## src/rtl/axil_mem_arbiter_if.sv

```systemverilog
// AXI-lite bus bundle between the memory arbiter and the shared RAM slave.
// The master modport is the arbiter side, the slave modport is the RAM side.
interface axil_mem_arbiter_if #(
    parameter int ADDR_WIDTH = 16,
    parameter int DATA_WIDTH = 32
);
    logic [ADDR_WIDTH-1:0]   araddr;
    logic                    arvalid;
    logic                    arready;
    logic [DATA_WIDTH-1:0]   rdata;
    logic                    rvalid;
    logic                    rready;
    logic [ADDR_WIDTH-1:0]   awaddr;
    logic                    awvalid;
    logic                    awready;
    logic [DATA_WIDTH-1:0]   wdata;
    logic [DATA_WIDTH/8-1:0] wstrb;
    logic                    wvalid;
    logic                    wready;
    logic                    bvalid;
    logic                    bready;

    modport master (
        output araddr, arvalid, input arready,
        input  rdata, rvalid, output rready,
        output awaddr, awvalid, input awready,
        output wdata, wstrb, wvalid, input wready,
        input  bvalid, output bready
    );

    modport slave (
        input  araddr, arvalid, output arready,
        output rdata, rvalid, input rready,
        input  awaddr, awvalid, output awready,
        input  wdata, wstrb, wvalid, output wready,
        output bvalid, input bready
    );
endinterface

```

## src/rtl/axil_mem_arbiter.sv

```systemverilog
// Two-port (fetch / data) arbiter in front of a single AXI-lite RAM slave.
// One transaction in flight at a time; the granted request is latched and
// its completion is reported with a one-cycle Done pulse on the owner port.
// Build option ARB_DATA_PRIORITY_EN: data port always wins a tie (fixed
// priority). Without it, ties alternate using the last granted port.
//
// state           | meaning
// ----------------+-----------------------------------------------
// IDLE            | sample requests, grant and latch the winner
// READ_ADDR       | arvalid with latched address, wait for arready
// READ_DATA       | rready, capture rdata into owner's output
// WRITE_ADDR_DATA | aw/w channels, each drops after its handshake
// WRITE_RESP      | bready, wait for bvalid
// DONE            | owner's Done pulses for one cycle
module axil_mem_arbiter #(
    parameter int XLEN       = 32,
    parameter int ADDR_WIDTH = 16
) (
    input  logic                i_Clock,
    input  logic                i_Reset,
    input  logic                i_Fetch_Req,
    input  logic [XLEN-1:0]     i_Fetch_Addr,
    output logic [XLEN-1:0]     o_Fetch_Data,
    output logic                o_Fetch_Done,
    input  logic                i_Data_Req,
    input  logic                i_Data_Write_Enable,
    input  logic [XLEN-1:0]     i_Data_Addr,
    input  logic [XLEN-1:0]     i_Data_Wdata,
    input  logic [XLEN/8-1:0]   i_Data_Strb,
    output logic [XLEN-1:0]     o_Data_Rdata,
    output logic                o_Data_Done,
    axil_mem_arbiter_if.master  axil
);

    typedef enum logic [2:0] {
        IDLE, READ_ADDR, READ_DATA, WRITE_ADDR_DATA, WRITE_RESP, DONE
    } state_t;

    typedef enum logic {
        PORT_FETCH = 1'b0,
        PORT_DATA  = 1'b1
    } port_t;

    state_t                r_State;
    state_t                w_Next_State;
    port_t                 r_Owner;
    port_t                 w_Grant;
    logic                  w_Grant_Valid;
    logic [ADDR_WIDTH-1:0] r_Addr;
    logic [XLEN-1:0]       r_Wdata;
    logic [XLEN/8-1:0]     r_Strb;
    logic                  r_Aw_Done;
    logic                  r_W_Done;
`ifndef ARB_DATA_PRIORITY_EN
    port_t                 r_Last_Grant;
`endif

    // Address bits above the AXI-lite window are intentionally dropped.
    logic unused_addr_bits;
    assign unused_addr_bits = ^{i_Fetch_Addr[XLEN-1:ADDR_WIDTH], i_Data_Addr[XLEN-1:ADDR_WIDTH]};

    assign axil.araddr = r_Addr;
    assign axil.awaddr = r_Addr;
    assign axil.wdata  = r_Wdata;
    assign axil.wstrb  = r_Strb;

    // Arbitration: single request wins outright, a tie goes by policy.
    always_comb begin
        w_Grant_Valid = i_Fetch_Req | i_Data_Req;
        w_Grant       = PORT_FETCH;
        if (i_Fetch_Req && i_Data_Req) begin
`ifdef ARB_DATA_PRIORITY_EN
            w_Grant = PORT_DATA;
`else
            w_Grant = (r_Last_Grant == PORT_FETCH) ? PORT_DATA : PORT_FETCH;
`endif
        end else if (i_Data_Req) begin
            w_Grant = PORT_DATA;
        end
    end

    // State register.
    always_ff @(posedge i_Clock) begin
        if (i_Reset) r_State <= IDLE;
        else         r_State <= w_Next_State;
    end

    // Next-state and handshake/Done outputs.
    always_comb begin
        w_Next_State = r_State;
        axil.arvalid = 1'b0;
        axil.rready  = 1'b0;
        axil.awvalid = 1'b0;
        axil.wvalid  = 1'b0;
        axil.bready  = 1'b0;
        o_Fetch_Done = 1'b0;
        o_Data_Done  = 1'b0;
        case (r_State)
            IDLE: begin
                if (w_Grant_Valid)
                    w_Next_State = (w_Grant == PORT_DATA && i_Data_Write_Enable) ? WRITE_ADDR_DATA : READ_ADDR;
            end
            READ_ADDR: begin
                axil.arvalid = 1'b1;
                if (axil.arready) w_Next_State = READ_DATA;
            end
            READ_DATA: begin
                axil.rready = 1'b1;
                if (axil.rvalid) w_Next_State = DONE;
            end
            WRITE_ADDR_DATA: begin
                axil.awvalid = !r_Aw_Done;
                axil.wvalid  = !r_W_Done;
                if ((r_Aw_Done || axil.awready) && (r_W_Done || axil.wready))
                    w_Next_State = WRITE_RESP;
            end
            WRITE_RESP: begin
                axil.bready = 1'b1;
                if (axil.bvalid) w_Next_State = DONE;
            end
            DONE: begin
                o_Fetch_Done = (r_Owner == PORT_FETCH);
                o_Data_Done  = (r_Owner == PORT_DATA);
                w_Next_State = IDLE;
            end
            default: w_Next_State = IDLE;
        endcase
    end

    // Request latch, per-channel write acceptance and read-data capture.
    always_ff @(posedge i_Clock) begin
        if (i_Reset) begin
            r_Owner      <= PORT_FETCH;
            r_Addr       <= '0;
            r_Wdata      <= '0;
            r_Strb       <= '0;
            r_Aw_Done    <= 1'b0;
            r_W_Done     <= 1'b0;
            o_Fetch_Data <= '0;
            o_Data_Rdata <= '0;
`ifndef ARB_DATA_PRIORITY_EN
            r_Last_Grant <= PORT_FETCH;
`endif
        end else begin
            if (r_State == IDLE && w_Grant_Valid) begin
                r_Owner   <= w_Grant;
                r_Aw_Done <= 1'b0;
                r_W_Done  <= 1'b0;
`ifndef ARB_DATA_PRIORITY_EN
                r_Last_Grant <= w_Grant;
`endif
                if (w_Grant == PORT_DATA) begin
                    r_Addr  <= i_Data_Addr[ADDR_WIDTH-1:0];
                    r_Wdata <= i_Data_Wdata;
                    r_Strb  <= i_Data_Strb;
                end else begin
                    r_Addr  <= i_Fetch_Addr[ADDR_WIDTH-1:0];
                    r_Strb  <= '0;
                end
            end
            if (r_State == WRITE_ADDR_DATA) begin
                if (axil.awvalid && axil.awready) r_Aw_Done <= 1'b1;
                if (axil.wvalid && axil.wready)   r_W_Done  <= 1'b1;
            end
            if (r_State == READ_DATA && axil.rvalid) begin
                if (r_Owner == PORT_DATA) o_Data_Rdata <= axil.rdata;
                else                      o_Fetch_Data <= axil.rdata;
            end
        end
    end

endmodule

```

## src/flat_wrapper.sv

```systemverilog
// flat-port wrapper written by rule: the top's interface ports become plain ports
module axil_mem_arbiter_flat 
#(
    parameter int XLEN       = 32,
    parameter int ADDR_WIDTH = 16
)
  (i_Clock, i_Reset, i_Fetch_Req, i_Fetch_Addr, o_Fetch_Data, o_Fetch_Done, i_Data_Req, i_Data_Write_Enable, i_Data_Addr, i_Data_Wdata, i_Data_Strb, o_Data_Rdata, o_Data_Done, axil_araddr, axil_arvalid, axil_arready, axil_rdata, axil_rvalid, axil_rready, axil_awaddr, axil_awvalid, axil_awready, axil_wdata, axil_wstrb, axil_wvalid, axil_wready, axil_bvalid, axil_bready);
  axil_mem_arbiter_if #(.ADDR_WIDTH(ADDR_WIDTH), .DATA_WIDTH(XLEN)) axil_i ();
  input  logic i_Clock;
  input  logic i_Reset;
  input  logic i_Fetch_Req;
  input  logic [XLEN-1:0] i_Fetch_Addr;
  output logic [XLEN-1:0] o_Fetch_Data;
  output logic o_Fetch_Done;
  input  logic i_Data_Req;
  input  logic i_Data_Write_Enable;
  input  logic [XLEN-1:0] i_Data_Addr;
  input  logic [XLEN-1:0] i_Data_Wdata;
  input  logic [XLEN/8-1:0] i_Data_Strb;
  output logic [XLEN-1:0] o_Data_Rdata;
  output logic o_Data_Done;
  output wire logic [$bits(axil_i.araddr)-1:0] axil_araddr;
  output wire logic [$bits(axil_i.arvalid)-1:0] axil_arvalid;
  input wire logic [$bits(axil_i.arready)-1:0] axil_arready;
  input wire logic [$bits(axil_i.rdata)-1:0] axil_rdata;
  input wire logic [$bits(axil_i.rvalid)-1:0] axil_rvalid;
  output wire logic [$bits(axil_i.rready)-1:0] axil_rready;
  output wire logic [$bits(axil_i.awaddr)-1:0] axil_awaddr;
  output wire logic [$bits(axil_i.awvalid)-1:0] axil_awvalid;
  input wire logic [$bits(axil_i.awready)-1:0] axil_awready;
  output wire logic [$bits(axil_i.wdata)-1:0] axil_wdata;
  output wire logic [$bits(axil_i.wstrb)-1:0] axil_wstrb;
  output wire logic [$bits(axil_i.wvalid)-1:0] axil_wvalid;
  input wire logic [$bits(axil_i.wready)-1:0] axil_wready;
  input wire logic [$bits(axil_i.bvalid)-1:0] axil_bvalid;
  output wire logic [$bits(axil_i.bready)-1:0] axil_bready;
  assign axil_araddr = axil_i.araddr;
  assign axil_arvalid = axil_i.arvalid;
  assign axil_i.arready = axil_arready;
  assign axil_i.rdata = axil_rdata;
  assign axil_i.rvalid = axil_rvalid;
  assign axil_rready = axil_i.rready;
  assign axil_awaddr = axil_i.awaddr;
  assign axil_awvalid = axil_i.awvalid;
  assign axil_i.awready = axil_awready;
  assign axil_wdata = axil_i.wdata;
  assign axil_wstrb = axil_i.wstrb;
  assign axil_wvalid = axil_i.wvalid;
  assign axil_i.wready = axil_wready;
  assign axil_i.bvalid = axil_bvalid;
  assign axil_bready = axil_i.bready;
  axil_mem_arbiter #(.XLEN(XLEN), .ADDR_WIDTH(ADDR_WIDTH)) u_core (.i_Clock(i_Clock), .i_Reset(i_Reset), .i_Fetch_Req(i_Fetch_Req), .i_Fetch_Addr(i_Fetch_Addr), .o_Fetch_Data(o_Fetch_Data), .o_Fetch_Done(o_Fetch_Done), .i_Data_Req(i_Data_Req), .i_Data_Write_Enable(i_Data_Write_Enable), .i_Data_Addr(i_Data_Addr), .i_Data_Wdata(i_Data_Wdata), .i_Data_Strb(i_Data_Strb), .o_Data_Rdata(o_Data_Rdata), .o_Data_Done(o_Data_Done), .axil(axil_i));
endmodule
```

## config.mk

```make
export PLATFORM = sky130hd
export DESIGN_NAME = axil_mem_arbiter_flat
export DESIGN_NICKNAME = d
export VERILOG_FILES = /design/src/rtl/axil_mem_arbiter_if.sv /design/src/rtl/axil_mem_arbiter.sv /design/src/flat_wrapper.sv
export SDC_FILE = /design/constraint.sdc
export NUM_CORES = 1
export LEC_CHECK = 0
export ABC_CLOCK_PERIOD_IN_PS = 4500
export CELL_PAD_IN_SITES_DETAIL_PLACEMENT = 1
export CELL_PAD_IN_SITES_GLOBAL_PLACEMENT = 1
export CORE_MARGIN = 5
export CORE_UTILIZATION = 28
export CTS_BUF_LIST = sky130_fd_sc_hd__clkbuf_16
export CTS_CLUSTER_DIAMETER = 120
export DETAILED_ROUTE_END_ITERATION = 10
export PLACE_DENSITY_LB_ADDON = 0.1
export SLEW_MARGIN = 30
export SYNTH_ARGS = -nofsm -noshare
export SYNTH_HDL_FRONTEND = slang
export SYNTH_SLANG_ARGS = --single-unit
```

## constraint.sdc

```tcl
create_clock -name i_Clock -period 4.5 [get_ports i_Clock]
set_clock_uncertainty 0.1 [all_clocks]
set_input_delay 0.9 -clock i_Clock [delete_from_list [all_inputs] [get_ports i_Clock]]
set_output_delay 0.9 -clock i_Clock [all_outputs]
set_load 0.01 [all_outputs]
```

# Yosys cells after proc, flatten, opt, wreduce, memory -nomap -nowiden
# Index checks and enable logic that the tools add are counted.
# totals
reg_bits,122
latch_bits,0
ram_bits,0
romBits,0
input_bits,142
out_inout_bits,139
word_cells,62
n_memories,0
# op_classes
add_sub_neg,0
mul,0
div_mod_pow,0
n_lt_le_gt_ge,0
eq_ne,10
shift,0
n_mux,25
bitwise_logic,2
n_reduce_logical,16
# op_table
op,n
1-bit two-way mux,16
16-bit two-way mux,1
3-bit two-way mux,5
3-bit case mux with 5 select lines,1
1-bit logical AND,7
3-bit by 2-bit equality test with 1-bit output (second input constant),2
3-bit equality test (second input constant),2
2-bit != test (second input constant),3
2-bit AND reduction,3
5-bit AND reduction,1
4-bit two-way mux,1
2-bit by 1-bit != test with 1-bit output (second input constant),2
3-bit by 1-bit equality test with 1-bit output (second input constant),1
3-bit zero test,1
1-bit zero test,2
1-bit logical OR,2
2-bit two-way mux,1
1-bit NOT,1
1-bit OR,1

# Depth between registers and ports, before layout
# Gate-level depths: netlist of the first run.
# depth
depth_word,6
ltp_mapped,7

# Worst setup path after synthesis of the first run
# Ideal clock, no wire load.
# synth_timing
path_type,input to register
startpoint,input port i_Data_Req
endpoint,register u_core.r_Owner
arrival_ns,1.770
path_slack_ns,2.503
path_stages,7
path_cell_list,a21boi_2 -> buf_4 -> and2_1 -> buf_6 -> buf_6 -> a21oi_1 -> nor2_1
# synth_between
elab_chain_cells,2
# synth_lines
element,line,source
from (decl),flat_wrapper.sv:15,input logic i_Data_Req;
"1-bit two-way mux, or another cell as far along",axil_mem_arbiter.sv:77,end else if (i_Data_Req) begin
1-bit two-way mux or 1-bit logical AND (tied branches),"axil_mem_arbiter.sv:71, axil_mem_arbiter.sv:145",
to (signal assigned),axil_mem_arbiter.sv:146,r_Owner <= w_Grant;
to (decl),axil_mem_arbiter.sv:46,port_t r_Owner;
# Parallel ways exist; a longest one is shown, timed or not.
# A chain may end at the register's enable or synchronous reset.

# Worst setup path after layout of the first run
# layout_timing
startpoint,register u_core.r_State[0]
endpoint,output port axil_awvalid
# layout_between
elab_chain_cells,2
# layout_lines
element,line,source
from (decl),axil_mem_arbiter.sv:44,state_t r_State;
from (signal assigned),axil_mem_arbiter.sv:85,else r_State <= w_Next_State;
3-bit by 2-bit equality test with 1-bit output,axil_mem_arbiter.sv:98,case (r_State)
1-bit two-way mux,axil_mem_arbiter.sv:98,
to (decl),flat_wrapper.sv:29,output wire logic [$bits(axil_i.awvalid)-1:0] axil_awvalid;
# Every way passes these cells.

==> impl_metrics.py, run 1 <==
metrics = {
    "critical_path": {
        "worst_ep_arrival_time_ns": 2.07,
        "endpoint_kind": "output port",
        "worst_r2r_endpoint": "u_core.o_Fetch_Data[21]",
        "cp.required_ns": 3.50,
        "startpoint_type": "flop",
        "reg2reg_depth": 5,
        "reg2reg_from": "u_core.r_State[0]",
        "r2r_setup_slack_ns": 2.08,
        "critical_path_class": "flop to output port",
        "cp_max_fo": 16,
    },
    "hold_path": {
        "hold_path_class": "flop to flop",
        "holdCritStartpoint": "u_core.o_Data_Rdata[19]",
        "hold_path_end": "u_core.o_Data_Rdata[19]",
        "hold_depth": 2,
    },
    "floorplanning": {
        "core_um2": 16520,
        "die_h_um": 139.7,
        "die_area_um2": 19510,
        "start_util_pct": 28.50,
        "die_w_um": 139.7,
        "fp-row-count": 47,
        "pin_count": 281,
    },
    "power": {
        "peakVddDrop_mv": 0.2449,
        "power_density_nw_per_um2": 511.6,
        "p_leak_nw": 2.754,
    },
    "timing": {
        "relSlewSlack_pct": 35.63,
        "layout_min_cycle_time_ns": 3.074,
        "finalSetupTns_ns": 0,
        "maxSlewViolCount": 0,
        "hold_viol_final": 0,
        "max_slew.worst_pin.slew_ns": 0.9656,
        "grt_setup_unrepaired": "false",
        "setup_slack_ns": 1.426,
        "max_clock_freq_mhz": 325.3,
        "finalSetupViolCount": 0,
        "finalCritPeriodShare_pct": 68.30,
    },
    "clock_network": {
        "cts_tree": "done",
        "cts_setup_buffers": 0,
        "clock_path_buffers": 2,
        "cts_hold_buffers": 0,
        "clk_root_buffer_cell": "clkbuf_16",
        "clkTransAtPathRegs_ns": 0.05,
        "h-tree-depth": 4,
        "ctsResizeCount": 0,
        "clkLatencyLatePin_ns": 0.41,
        "cts.sinks": 122,
        "cts_buffers": 17,
    },
    "cells_and_area": {
        "synthToLayoutAreaGrowth_pct": 65.25,
        "drive_gt1_share_pct": 5.243,
        "diodes": 0,
        "layout_commonest_cell": "clkdlybuf4s50_1",
        "final_cell_mix": "clkdlybuf4s50_1 (247), nand2_1 (194), dfxtp_1 (122)",
        "nFillCells": 1911,
        "layout.nets": 930,
    },
    "global_route": {
        "grt_pass1_vias": 5051,
        "grt_start_max_net_pins": 87,
        "antenna_found_initial": 2,
        "grt.overflow.total": 0,
        "grt_pass1_wl_mm": 27.10,
        "grtUsageTotal_pct": 17.29,
    },
    "synth": {
        "ys_top_cells_by_area": "dfxtp_1 (52%), nand2_1 (16%), a21oi_1 (11%)",
        "yosys.area.top_type_share_pct": 51.86,
        "synth_seq_cells": 122,
        "synth.avg_cell_area_um2": 8.233,
        "yosys_warnings": 0,
        "synth_top_area_cell": "dfxtp_1",
        "ys_seq_area_share_pct": 51.86,
        "synthCells": 572,
        "ys_types": 31,
        "synth_nets": 714,
        "syn_area_um2": 4710,
    },
    "drt": {
        "avgViaCountPerCell": 4.561,
        "vias": 4657,
        "drt_iter0_drc": 133,
        "finalWirelength_mm": 17.03,
        "wl_per_cell_um": 16.68,
        "first_pass_iters": 4,
        "ant_nets": 0,
        "drc_errors": 0,
    },
    "place": {
        "pre_cts_slack_ns": 1.447,
        "post-dp-hpwl_mm": 12.44,
        "portBuffers": 248,
        "gp_congestion": 0.7525,
    },
    "run_status": {
        "status": "complete, no violations",
    },
    "flow_run": {
        "drv_cap": 0,
    },
}
per-layer routing:
metal / track usage (%) / vias to the layer above / part of all wire, % / wire (um)
li1: - / 2300 / - / -
met1: 17.78 / 2202 / 38 / 6507
met2: 30.51 / 142 / 51 / 8662
met3: 9.400 / 9 / 10 / 1741
met4: 4.742 / 4 / 0.52 / 89
met5: 0 / - / 0.19 / 32
logic make-up (layout without fill, tap and decap cells):
kind of cell / after synthesis / after routing / share of synthesized area (%)
flops: 122 / 122 / 51.86
simple gates: 246 / 246 / 21.25
mux: 17 / 17 / 3.613
compound gates: 129 / 129 / 15.28
buf+inv: 58 / 287 / 7.997
where the power goes:
group | internal [W] | leakage [nW] | switching (W)
Sequential | 0.00124 | 0.993 | 0.000132
Combinational | 0.000589 | 1.46 | 0.000562
Clock | 0.000972 | 0.303 | 0.000487
Yosys cell counts:
cell / n
nand2b_1: 3
or3_1: 1
nand2_1: 195
clkbuf_1: 17
nor2b_1: 6
a21boi_2: 1
a2111oi_0: 1
and3_1: 2
nor3b_1: 2
o221ai_1: 1
o21a_1: 1
mux2i_1: 17
nand3_1: 1
nor3_2: 1
o21ai_1: 1
nand2b_4: 1
nand3b_1: 1
nor2_1: 29
nor3_4: 1
o21ai_0: 2
a22oi_1: 4
and2_1: 2
buf_6: 8
a211oi_1: 16
a211o_1: 1
buf_2: 10
dfxtp_1: 122
a221oi_1: 1
nor3_1: 1
a21oi_1: 100
buf_4: 23
critical path: stages, from the launching register on:
cell and delay (ns):
dfxtp_1 0.66, nand3b_1 0.24, nor2_1 0.18, clkdlybuf4s50_1 0.59
flip-flops by register name, indices dropped and copies added (netlist names):
name / flops
u_core.axil.wdata: 32
u_core.r_Aw_Done: 1
u_core.r_Owner: 1
u_core.r_W_Done: 1
u_core.axil.wstrb: 4
u_core.axil.araddr: 16
u_core.o_Data_Rdata: 32
u_core.r_State: 3
u_core.o_Fetch_Data: 32
through the flow:
stage	utilization (%)	instances	total power [W]	instance area, um2	hold slack, ns
global route	47.10	1021	0.004215	7782	0.3722
global placement	43.25	989	0.002531	7147	0.3411
finish	47.10	1021	0.003981	7782	0.3517
CTS	47.09	1021	0.004056	7781	0.3534
floorplan	-	572	0.002020	4710	0.3805
detailed placement	43.26	989	0.002568	7149	0.3458
worst max-delay path by stage:
stage,from,to,slack (ns),depth (start not counted)
6_report,u_core.r_State[0],axil_awvalid,1.43,3
5_1_grt,u_core.r_State[0],axil_awvalid,1.26,3
2_1_floorplan,i_Data_Req,u_core.r_Owner,2.50,7
3_3_place_gp,axil_rvalid,u_core.o_Fetch_Data[22],1.51,6
3_5_place_dp,axil_rvalid,u_core.o_Fetch_Data[21],1.45,6
4_1_cts,u_core.r_State[0],axil_awvalid,1.34,3
final cells by class:
| class | count | area [um2] | area share (%) |
|---|---|---|---|
| timing repair buffer | 255 | 2532 | 32.54 |
| clock buffer | 17 | 425.4 | 5.466 |
| tap | 220 | 275.3 | 3.537 |
| sequential | 122 | 2442 | 31.38 |
| clock inverter | 15 | 206.4 | 2.653 |
| multi-input combinational | 392 | 1901 | 24.42 |
No activity file was read; power rests on OpenSTA's default activity.
==> run 2, diff against run 1 <==
--- a/config.mk
+++ b/config.mk
@@ -5,11 +5,11 @@
 export SDC_FILE = /design/constraint.sdc
 export NUM_CORES = 1
 export LEC_CHECK = 0
-export ABC_CLOCK_PERIOD_IN_PS = 4500
+export ABC_CLOCK_PERIOD_IN_PS = 2660
 export CELL_PAD_IN_SITES_DETAIL_PLACEMENT = 1
 export CELL_PAD_IN_SITES_GLOBAL_PLACEMENT = 1
 export CORE_MARGIN = 5
-export CORE_UTILIZATION = 28
+export CORE_UTILIZATION = 23
 export CTS_BUF_LIST = sky130_fd_sc_hd__clkbuf_16
 export CTS_CLUSTER_DIAMETER = 120
 export DETAILED_ROUTE_END_ITERATION = 10
==> constraint.sdc (replaced) <==
create_clock -name i_Clock -period 2.66 [get_ports i_Clock]
set_clock_uncertainty 0.1 [all_clocks]
set_input_delay 0.532 -clock i_Clock [delete_from_list [all_inputs] [get_ports i_Clock]]
set_output_delay 0.532 -clock i_Clock [all_outputs]
set_load 0.01 [all_outputs]
==> run 2 against run 1 <==
Non-clock buffer count rose by 7. Setup slack got worse by 1.3 ns. Count of clock-buffer cells in the layout did not move. Largest cell class unchanged. Largest power group is now sequential cells. Highest routed layer unchanged.
==> impl_metrics.py, run 2 (synthesis gave the netlist of run 1 again) <==
metrics = {
    "run_status": {
        "status": "complete, no violations",
    },
    "global_route": {
        "grt_use_met3_pct": 8.340,
        "grtUsageTotal_pct": 14.75,
        "grt_pass1_wl_mm": 28.03,
        "grt_start_max_net_pins": 48,
        "grt.overflow.total": 0,
        "grt_use_met1_pct": 15.47,
        "antenna_found_initial": 1,
        "gr-usage-met2_pct": 24.93,
        "grt-busiest-layer": "met2",
        "grt_pass1_vias": 5203,
    },
    "cells_and_area": {
        "diodes": 0,
        "layout_commonest_cell": "clkdlybuf4s50_1",
        "final_cell_mix": "clkdlybuf4s50_1 (247), nand2_1 (195), dfxtp_1 (120)",
        "drive_gt1_share_pct": 6.064,
        "layout.nets": 937,
        "nFillCells": 2371,
        "synthToLayoutAreaGrowth_pct": 66.47,
    },
    "power": {
        "p_clk_share_pct": 32.7,
        "power_density_nw_per_um2": 819.7,
        "p_switching_w": 0.002022,
        "pwr-share-seq_pct": 35.9,
        "peakVddDrop_mv": 0.4090,
        "power_frac_comb_pct": 31.4,
        "power_switching_share_pct": 31.46,
        "p_int_w": 0.004405,
        "p_leak_nw": 2.759,
    },
    "critical_path": {
        "startpoint_type": "flop",
        "r2r_setup_slack_ns": 0.81,
        "worst_r2r_endpoint": "u_core.o_Fetch_Data[23]",
        "cpMostUsedCell": "nor2b_1",
        "max_stage_delay_ns": 0.59,
        "cp.required_ns": 2.03,
        "cp_max_fo": 8,
        "worst_ep_arrival_time_ns": 1.85,
        "cp.depth": 3,
        "startpoint": "u_core.r_State[2]",
        "critical_path_class": "flop to output port",
        "endpoint_kind": "output port",
        "endpoint": "axil_bready",
        "slowest_stage": "clkdlybuf4s50_1",
        "path_delay_family": "buffers and inverters",
        "reg2reg_depth": 6,
        "crit_chain": "nor2b_1 -> nor2b_1 -> clkdlybuf4s50_1",
        "reg2reg_from": "u_core.r_State[0]",
        "path_buf_inv": 1,
    },
    "clock_network": {
        "cts_buffers": 17,
        "cts.sinks": 122,
        "clkLatencyLatePin_ns": 0.40,
        "h-tree-depth": 4,
        "clock_path_buffers": 2,
        "clkTransAtPathRegs_ns": 0.06,
        "cts_tree": "done",
        "cts_hold_buffers": 0,
        "clk_root_buffer_cell": "clkbuf_16",
        "cts_setup_buffers": 0,
    },
    "timing": {
        "grt_setup_unrepaired": "false",
        "layout_min_cycle_time_ns": 2.486,
        "finalSetupTns_ns": 0,
        "max_clock_freq_mhz": 402.2,
        "max_slew.worst_pin.slew_ns": 0.5847,
        "relSlewSlack_pct": 60.76,
        "finalSetupViolCount": 0,
        "hold_viol_final": 0,
        "setup_slack_ns": 0.1736,
        "finalCritPeriodShare_pct": 93.47,
        "maxSlewViolCount": 0,
    },
    "flow_run": {
        "drv_cap": 0,
    },
    "drt": {
        "finalWirelength_mm": 17.39,
        "drt_iter0_drc": 140,
        "wl_per_cell_um": 16.13,
        "first_pass_iters": 4,
        "ant_nets": 0,
        "drc_errors": 0,
        "avgViaCountPerCell": 4.358,
        "vias": 4698,
    },
    "floorplanning": {
        "die_w_um": 153.1,
        "die_h_um": 153.1,
        "pin_count": 281,
        "core_um2": 20170,
        "die_area_um2": 23440,
        "fp-row-count": 52,
        "start_util_pct": 23.35,
    },
    "place": {
        "portBuffers": 248,
        "pre_cts_slack_ns": 0.3962,
        "post-dp-hpwl_mm": 12.80,
        "gp_congestion": 0.7291,
    },
    "hold_path": {
        "hold_path_class": "flop to flop",
        "holdCritStartpoint": "u_core.axil.wdata[3]",
    },
}
run 2: cell types whose count changed in the layout (fill, tap and decap cells not counted), sizes merged:
cell / delta
buf: +7
bufinv: -4
clkinv: +2
clkinvlp: +1
inv: +1
run 2: worst min-delay path by stage:
stage	depth (start not counted)	endpoint	slack (ns)
floorplan	2	u_core.axil.wdata[0]	0.38
global placement	2	u_core.o_Data_Rdata[18]	0.34
detailed placement	2	u_core.axil.wdata[3]	0.35
CTS	2	u_core.axil.wdata[3]	0.35
global route	2	u_core.o_Data_Rdata[11]	0.37
finish	2	u_core.axil.wdata[3]	0.35
run 2: timing repair:
action,in CTS,in global routing
gates resized for setup,0,2
setup endpoints to repair,0,3
endpoints found under the hold margin,0,0
run 2: tightest hold or removal path, delay by kind of cell (launching register included):
| family | cells | cell delay (ns) |
|---|---|---|
| AOI/OAI and AO/OA | 1 | 0.05 |
| and+or+nand+nor | 1 | 0.05 |
| DFF | 1 | 0.30 |
run 2: metal layers:
layer	vias to the layer above	routed length, um
li1	2308	-
met1	2204	6764
met2	159	8352
met3	25	1913
met4	2	347
met5	-	13
run 2: through the flow:
step / power [W] / hold WS (ns) / utilization [%] / instances / cell area [um2]
2_1_floorplan: 0.003418 / 0.3805 / - / 572 / 4710
3_3_place_gp: 0.004352 / 0.3429 / 36.19 / 1046 / 7300
3_5_place_dp: 0.004401 / 0.3464 / 36.19 / 1046 / 7300
4_1_cts: 0.006574 / 0.3545 / 38.86 / 1078 / 7838
5_1_grt: 0.006834 / 0.3696 / 38.87 / 1078 / 7840
6_report: 0.006426 / 0.3512 / 38.87 / 1078 / 7840
run 2: final cells by class:
type                            instances  area [um2]  share of cell area (%)
Timing Repair Buffer                  262        2623                   33.45
Sequential cell                       122        2445                   31.18
Multi-Input combinational cell        392        1897                   24.19
Clock buffer                           17       425.4                   5.426
Tap cell                              270       337.8                   4.309
Clock inverter                         15       112.6                   1.436
run 2: power groups by stage:
stage | Sequential (W) | Clock, W | Combinational [W]
2_1_floorplan | 0.00240 | 0 | 0.00101
4_1_cts | 0.00231 | 0.00219 | 0.00207
3_5_place_dp | 0.00234 | 0 | 0.00206
6_report | 0.00231 | 0.00210 | 0.00202
5_1_grt | 0.00236 | 0.00226 | 0.00221
3_3_place_gp | 0.00233 | 0 | 0.00202
==> run 3, diff against run 2 <==
--- a/config.mk
+++ b/config.mk
@@ -6,9 +6,10 @@
 export NUM_CORES = 1
 export LEC_CHECK = 0
 export ABC_CLOCK_PERIOD_IN_PS = 2660
+export CAP_MARGIN = 20
 export CELL_PAD_IN_SITES_DETAIL_PLACEMENT = 1
 export CELL_PAD_IN_SITES_GLOBAL_PLACEMENT = 1
-export CORE_MARGIN = 5
+export CORE_MARGIN = 1
 export CORE_UTILIZATION = 23
 export CTS_BUF_LIST = sky130_fd_sc_hd__clkbuf_16
 export CTS_CLUSTER_DIAMETER = 120
==> run 3 against run 2 <==
Wire length down 3.8%. Sequential share of layout area down 0.11 points. Register-to-register slack gained 0.12 ns. Global-route usage increased by 1.2 points. Setup slack gained 0.0073 ns.
==> impl_metrics.py, run 3 (synthesis gave the netlist of run 1 again) <==
metrics = {
    "place": {
        "post-dp-hpwl_mm": 11.71,
        "portBuffers": 248,
        "gp_congestion": 0.7062,
    },
    "clock_network": {
        "clk_root_buffer_cell": "clkbuf_16",
        "cts_tree": "done",
        "clkTransAtPathRegs_ns": 0.05,
        "h-tree-depth": 4,
        "cts_buffers": 17,
        "ctsResizeCount": 0,
        "cts_hold_buffers": 0,
        "clock_path_buffers": 2,
        "clkLatencyLatePin_ns": 0.41,
        "cts.sinks": 122,
        "cts_setup_buffers": 0,
    },
    "drt": {
        "dr_wl_met3_mm": 1.516,
        "avgViaCountPerCell": 4.349,
        "vias": 4658,
        "finalWirelength_mm": 16.73,
        "dr_wl_met2_mm": 8.220,
        "first_pass_iters": 4,
        "wl_per_cell_um": 15.62,
        "drc_errors": 0,
        "top_layer_used": "met4",
        "m1WireLength_mm": 6.689,
        "drt_iter0_drc": 120,
        "ant_nets": 0,
    },
    "critical_path": {
        "crit_chain": "nor2b_1 -> nor2b_1 -> clkdlybuf4s50_1",
        "endpoint_kind": "output port",
        "critical_path_class": "flop to output port",
        "cp_max_fo": 8,
        "worst_ep_arrival_time_ns": 1.85,
        "path_delay_family": "buffers and inverters",
        "startpoint_type": "flop",
        "cpMostUsedCell": "nor2b_1",
        "slowest_stage": "clkdlybuf4s50_1",
        "cp.required_ns": 2.03,
        "max_stage_delay_ns": 0.58,
        "path_buf_inv": 1,
    },
    "global_route": {
        "grt_pass1_vias": 5029,
        "grt_pass1_wl_mm": 26.27,
        "grt.overflow.total": 0,
        "grtUsageTotal_pct": 15.94,
        "antenna_found_initial": 0,
        "grt_start_max_net_pins": 65,
    },
    "power": {
        "power_density_nw_per_um2": 848.2,
        "p_leak_nw": 2.764,
        "peakVddDrop_mv": 0.4139,
    },
    "timing": {
        "layout_min_cycle_time_ns": 2.479,
        "max_slew.worst_pin.slew_ns": 0.5522,
        "relSlewSlack_pct": 62.94,
        "max_clock_freq_mhz": 403.4,
        "finalCritPeriodShare_pct": 93.20,
        "grt_setup_unrepaired": "false",
        "maxSlewViolCount": 0,
        "hold_viol_final": 0,
        "hold-worst-slack_ns": 0.3526,
        "finalSetupTns_ns": 0,
        "finalSetupViolCount": 0,
    },
    "cells_and_area": {
        "diodes": 0,
        "layout.nets": 935,
        "nFillCells": 2309,
        "layout_commonest_cell": "clkdlybuf4s50_1",
        "synthToLayoutAreaGrowth_pct": 67.08,
        "final_cell_mix": "clkdlybuf4s50_1 (247), nand2_1 (195), dfxtp_1 (120)",
        "drive_gt1_share_pct": 6.079,
    },
    "floorplanning": {
        "core_um2": 19780,
        "start_util_pct": 23.81,
        "fp-row-count": 51,
        "pin_count": 281,
        "die_w_um": 145.1,
        "die_h_um": 145.1,
        "die_area_um2": 21050,
    },
    "flow_run": {
        "drv_cap": 0,
    },
    "run_status": {
        "status": "complete, no violations",
    },
    "hold_path": {
        "hold_path_class": "flop to flop",
    },
}
## run 3: layout make-up
class                   instances  area [um2]  area share (%)
clock inverters                15       175.2           2.226
multi-input cells             392        1897           24.11
well taps                     265       331.6           4.214
flip-flops and latches        122        2445           31.07
clock buffers                  17       425.4           5.406
repair buffers                260        2595           32.98
## run 3: final timing paths
| path | startpoint | depth (start not counted) | slack, ns | endpoint |
|---|---|---|---|---|
| max | u_core.r_State[2] | 3 | 0.18 | axil_bready |
| min | u_core.o_Fetch_Data[24] | 2 | 0.35 | u_core.o_Fetch_Data[24] |
| max reg2reg | u_core.r_State[0] | 6 | 0.93 | u_core.o_Fetch_Data[27] |
| min reg2reg | u_core.o_Fetch_Data[24] | 2 | 0.35 | u_core.o_Fetch_Data[24] |
## run 3: worst min-delay path: stages, from the launching register on
cell and delay, ns:
dfxtp_1 0.30, nand2_1 0.05, a21oi_1 0.05
## run 3: metal layers
metal,up-vias,GRT usage [%]
li1,2314,-
met3,21,6.572
met5,-,0
met2,154,28.13
met1,2169,16.72
met4,0,6.368
## run 3: metrics by stage
stage               worst slack [ns]  power, W  util, %  instance area (um2)  instances
floorplan                      1.031  0.003418        -                 4710        572
global placement              0.4725  0.004324    36.73                 7266       1039
detailed placement            0.4353  0.004380    36.73                 7266       1039
CTS                          0.03784  0.006807    39.77                 7866       1071
global route                 0.06602  0.007069    39.78                 7869       1071
finish                        0.1810  0.006674    39.78                 7869       1071
## run 3: where the power goes
part	switching, W	total (W)	internal (W)
logic	0.000977	0.00202	0.00104
registers	0.000195	0.00229	0.00210
clock network	0.000891	0.00236	0.00147
